`config.mk`:
```
export PLATFORM = sky130hd
export DESIGN_NAME = pipelined_relu
export DESIGN_NICKNAME = d
export VERILOG_FILES = /design/src/rtl/relu_pkg.sv /design/src/rtl/relu_delay_stage.sv /design/src/rtl/pipelined_relu.sv
export SDC_FILE = /design/constraint.sdc
export NUM_CORES = 1
export LEC_CHECK = 0
export ABC_AREA = 1
export BUFFER_PORTS_ARGS = -buffer_cell sky130_fd_sc_hd__buf_2
export CORE_MARGIN = 2
export CORE_UTILIZATION = 32
export DETAILED_ROUTE_END_ITERATION = 7
export PLACE_DENSITY = 0.76
export SETUP_SLACK_MARGIN = 0.15
export SLEW_MARGIN = 40
export SYNTH_ARGS = -nofsm -noshare
export SYNTH_HDL_FRONTEND = slang
export SYNTH_SLANG_ARGS = --single-unit
```
`constraint.sdc`:
```
create_clock -name clk -period 0.85 [get_ports clk]
set_clock_uncertainty 0.15 [all_clocks]
set_input_delay 0.255 -clock clk [delete_from_list [all_inputs] [get_ports clk]]
set_output_delay 0.255 -clock clk [all_outputs]
set_load 0.005 [all_outputs]
```
`src/rtl/relu_pkg.sv`:
```
// Shared definitions for activation blocks: default sample width, the signed
// sample type and the ReLU clamp used by the datapath and reference models.
package relu_pkg;

   localparam int DEFAULT_DATA_W = 16;

   typedef logic signed [DEFAULT_DATA_W-1:0] sample_t;

   // Negative samples (sign bit set) clamp to zero; everything else passes as-is.
   function automatic sample_t relu_f(input sample_t sample);
      return sample[DEFAULT_DATA_W-1] ? '0 : sample;
   endfunction

endpackage

```
`src/rtl/relu_delay_stage.sv`:
```
// One DATA_W-wide pipeline register with synchronous active-low clear.
module relu_delay_stage #(
   parameter int DATA_W = 16
) (
   input  logic                     clk,
   input  logic                     rst_n,
   input  logic signed [DATA_W-1:0] d,
   output logic signed [DATA_W-1:0] q
);

   logic signed [DATA_W-1:0] data_d;
   logic signed [DATA_W-1:0] data_q;

   always_comb begin
      data_d = d;
   end

   always_ff @(posedge clk) begin
      if (!rst_n) begin
         data_q <= '0;
      end else begin
         data_q <= data_d;
      end
   end

   assign q = data_q;

endmodule

```
`src/rtl/pipelined_relu.sv`:
```
// Registered ReLU: combinational clamp in front of a LATENCY-deep register chain;
// data_out always comes straight from the last register.
module pipelined_relu
   import relu_pkg::*;
#(
   parameter int DATA_W  = DEFAULT_DATA_W,
   parameter int LATENCY = 1
) (
   input  logic                     clk,
   input  logic                     rst_n,
   input  logic signed [DATA_W-1:0] data_in,
   output logic signed [DATA_W-1:0] data_out
);

   if (LATENCY < 1 || LATENCY > 8) begin : g_bad_latency
      $error("pipelined_relu: LATENCY must be in 1..8");
   end

   logic signed [DATA_W-1:0] relu_d;
   logic signed [DATA_W-1:0] chain [LATENCY+1];

   // The shared function is fixed at the default width; other widths clamp inline.
   if (DATA_W == DEFAULT_DATA_W) begin : g_pkg_relu
      always_comb begin
         relu_d = relu_f(data_in);
      end
   end else begin : g_local_relu
      always_comb begin
         relu_d = data_in[DATA_W-1] ? '0 : data_in;
      end
   end

   assign chain[0] = relu_d;

   for (genvar i = 0; i < LATENCY; i++) begin : g_stage
      relu_delay_stage #(
         .DATA_W(DATA_W)
      ) u_stage (
         .clk  (clk),
         .rst_n(rst_n),
         .d    (chain[i]),
         .q    (chain[i+1])
      );
   end

   assign data_out = chain[LATENCY];

endmodule

```
; ---- Yosys cells after proc, flatten, opt, wreduce, memory -nomap -nowiden
; Cells that the tools add are included.
; Widths: inputs -> output; s select.
[totals]
register_bits = 16
input_bits = 18
elab_cells = 4
[op_classes]
bitwise = 1
reduce_logical = 1
[ops]
columns = operator, n
row1 = $reduce_or 2->1, 1
row2 = $not 1->1, 1

; ---- Logic depth before layout (Yosys ltp)
[depth]
depth_word = 2
mapped_depth = 4
ltp_nobuf = 3

; ---- Modules after synthesis
; A second synthesis with hierarchy kept.
[hier_totals]
cells_unflattened = 82
area_unflattened_um2 = 611.8
[by_module_without_submodules]
columns = module, instances, cells_per_inst, area_per_inst_um2
row1 = relu_delay_stage, 1, 50, 484.2
row2 = pipelined_relu, 1, 32, 127.6

; ---- Least setup slack after synthesis
; No wires, ideal clock.
[synth_timing]
kind = input port to flip-flop
start = in data_in[15]
end = reg g_stage[0].u_stage.data_q[10]
arrival_ns = 0.560
path_slack_ns = 0.028
cell_stages = 4
path_buffers = 1
path_cell_list = inv_1 -> nand2_4 -> buf_6 -> nor2_2
[synth_via]
elab_chain_cells = 1
[synth_rtl]
columns = item, line
row1 = from (decl), pipelined_relu.sv:11  ; input logic signed [DATA_W-1:0] data_in,
row2 = $reduce_or 2->1 (no source line), n/a
row3 = to (signal assigned), relu_delay_stage.sv:22  ; data_q <= data_d;
row4 = to (decl), relu_delay_stage.sv:12  ; logic signed [DATA_W-1:0] data_q;
; No other way between the ends.
; A chain may end at the register's enable or synchronous reset.

; ---- Worst setup path after layout
[layout_timing]
start = reg g_stage[0].u_stage.data_q[11]
end = out data_out[11]
[layout_lines]
columns = item, line
row1 = to (decl), pipelined_relu.sv:12  ; output logic signed [DATA_W-1:0] data_out
; No word-level cell between the ends.

==> impl_metrics.env <==
export IMPL_die_w_um=42.8
export IMPL_path_depth=1
export IMPL_antenna_cells=0
export IMPL_crit_chain="buf_6"
export IMPL_cp_top_family="flip-flops"
export IMPL_ys_types=9
export IMPL_synthTopCellsByCount="inv_1, dfxtp_1, nor2_2"
export IMPL_cts_sinks=15
export IMPL_slew_violations=0
export IMPL_leakage_nw=0.410
export IMPL_slowest_delay_ns=0.32
export IMPL_cts_hold_fix_buffers=0
export IMPL_status="finished, violations left"
export IMPL_yosys_top_cells_area="dfxtp_1, inv_1, nor2_2"
export IMPL_synth_top_area_cell="dfxtp_1"
export IMPL_grt_pass1_wl_mm=1.29
export IMPL_ant_nets=0
export IMPL_syn_area_per_cell_sq_um=9.61
export IMPL_drc=0
export IMPL_cts_max_level=1
export IMPL_first_pass_iters=1
export IMPL_syn_inst=50
export IMPL_max_freq_mhz=908
export IMPL_power_per_cell_area_nw_per_um2=1770
export IMPL_wirelength_um=789
export IMPL_synth_most_common_cell="inv_1"
export IMPL_p_comb_share_pct=11.1
export IMPL_criticalPathCategory="register to primary output"
export IMPL_final_util_pct=52.6
export IMPL_synth_seq_cells=15
export IMPL_synthToLayoutAreaGrowth_pct=47.9
export IMPL_fillCellCount=131
export IMPL_post_drt_wl_per_cell_um=7.97
export IMPL_die_area_sq_um=1830
export IMPL_setup_viol=15
export IMPL_synth_ff_type="dfxtp_1"
export IMPL_hold_viol_final=0
export IMPL_endpoint="data_out[11]"
export IMPL_start_util_pct=35.6
export IMPL_worst_slack_ns=-0.251
export IMPL_overflow=0
export IMPL_met1_usage_pct=10.9
export IMPL_fin_area_sq_um=711
export IMPL_p_int_uw=986
export IMPL_synth_warnings=0
export IMPL_synth_top_area_share_pct=62.5
export IMPL_grt_pass1_vias=333
export IMPL_die_y_um=42.8
export IMPL_gp_congestion=0.644
export IMPL_netSwitchingPower_uw=273
export IMPL_cts_root_buf="clkbuf_4"
export IMPL_vias=368
export IMPL_synthesis_nets=68
export IMPL_rows=13
export IMPL_grt_max_degree=16
export IMPL_io_buffers=32
export IMPL_nNetsFinal=103
export IMPL_cts_buffers=3
export IMPL_critPathSlowestCell="dfxtp_2"
export IMPL_coreArea_sq_um=1350
export IMPL_finalPower_mw=1.26
export IMPL_crit_path_start_kind="register"
export IMPL_cp_data_required_time_ns=0.44
export IMPL_grt_busiest_layer="met2"
export IMPL_antenna_found_initial=0
export IMPL_fin_crit_sh_pct=130
export IMPL_largest_register_ffs=15
export IMPL_worstPathBufferInverterCount=1
export IMPL_drtIter0Drc=0
export IMPL_seqPwrFrac_pct=58.7
export IMPL_vias_per_cell=3.72
export IMPL_violations="setup timing"
export IMPL_power_frac_clock_pct=30.2
export IMPL_final_seq_area_sq_um=310
export IMPL_post_dp_hpwl_um=638
export IMPL_io_pin_count=34
export IMPL_syn_area_sq_um=480
export IMPL_post_route_cells_drive_above_1_share_pct=65.5
export IMPL_crit_fanout=1
export IMPL_grt_total_usage_pct=9.66
export IMPL_fin_crit_ns=1.10
export IMPL_crit_arrival_ns=0.70
export IMPL_startpoint="g_stage[0].u_stage.q[11]"
export IMPL_hold_path_class="input port to register"
export IMPL_cts_clk_slew_worst_paths_ns=0.08
export IMPL_dpl_instance_area_sq_um=669
export IMPL_synth_edff_count=0
export IMPL_rsz0062_at_grt="true"
export IMPL_grtUsageMet2_pct=13.6
export IMPL_cts_max_path_buffers=2
export IMPL_cap_violations=0
export IMPL_ys_seq_area_share_pct=62.5
export IMPL_swShare_pct=21.7
export IMPL_synthArstFlopShare_pct=0
export IMPL_tritoncts="done"
export IMPL_end_kind="primary output"
export IMPL_met3_usage_pct=5.96
export IMPL_multiInputGateArea_sq_um=110
export IMPL_ir_drop_uv=830
-- metal layers --
metal  wire length, um  up-vias
met5                 0        -
met4                 0        0
met3               136        0
met2               356       25
met1               296      142
li1                  -      201
-- power groups by stage --
stage                     sequential [mW]  clock [mW]  combinational, mW
after floorplan                     0.760           0             0.0684
after global routing                0.742       0.439              0.156
after CTS                           0.738       0.401              0.139
final                               0.739       0.380              0.140
after detailed placement            0.755           0              0.138
after global placement              0.754           0              0.136
-- how the worst min path moves through the flow --
stage / start / endpoint / cells past startpoint
global placement: data_in[8] / g_stage[0].u_stage.q[8] / 3
detailed placement: data_in[8] / g_stage[0].u_stage.q[8] / 3
floorplan: data_in[0] / g_stage[0].u_stage.q[0] / 2
finish: data_in[0] / g_stage[0].u_stage.q[0] / 3
global route: data_in[0] / g_stage[0].u_stage.q[0] / 3
CTS: data_in[12] / g_stage[0].u_stage.q[12] / 3
-- layout by cell type (no fill, tap or decap), drive strengths merged --
cell / netlist / layout
nor2: 15 / 15
nand2: 1 / 1
dfxtp: 15 / 15
clkbuf: 0 / 4
inv: 16 / 16
conb: 1 / 1
buf: 2 / 32
-- kinds of logic (layout without fill, tap and decap cells) --
logic type,Yosys count,after routing,share of synthesized area (%)
simple gates,16,16,20.3
other cells,1,1,0.781
flops,15,15,62.5
buf+inv,18,52,16.4
-- area by class of cell --
cell class | count | share of cell area [%]
flip-flops and latches | 15 | 43.7
clock buffers | 4 | 3.70
well taps | 15 | 2.64
multi-input cells | 17 | 15.5
repair buffers | 32 | 24.3
inverters | 16 | 10.2
-- stage by stage --
step | setup WS, ns | cells | hold WS, ns | setup TNS [ns]
2_1_floorplan | 0.0715 | 50 | 0.210 | 0
3_3_place_gp | -0.0562 | 95 | 0.310 | -0.797
3_5_place_dp | -0.0843 | 95 | 0.313 | -1.09
4_1_cts | -0.272 | 99 | 0.0223 | -3.86
5_1_grt | -0.297 | 99 | 0.0114 | -4.27
6_report | -0.251 | 99 | 0.0324 | -3.66
-- timing repair --
item                                    CTS  global route
setup buffers                             0             0
endpoints found under the setup margin   15            15
gates resized for setup                   0             4
No activity file was read; power rests on OpenSTA's default activity.
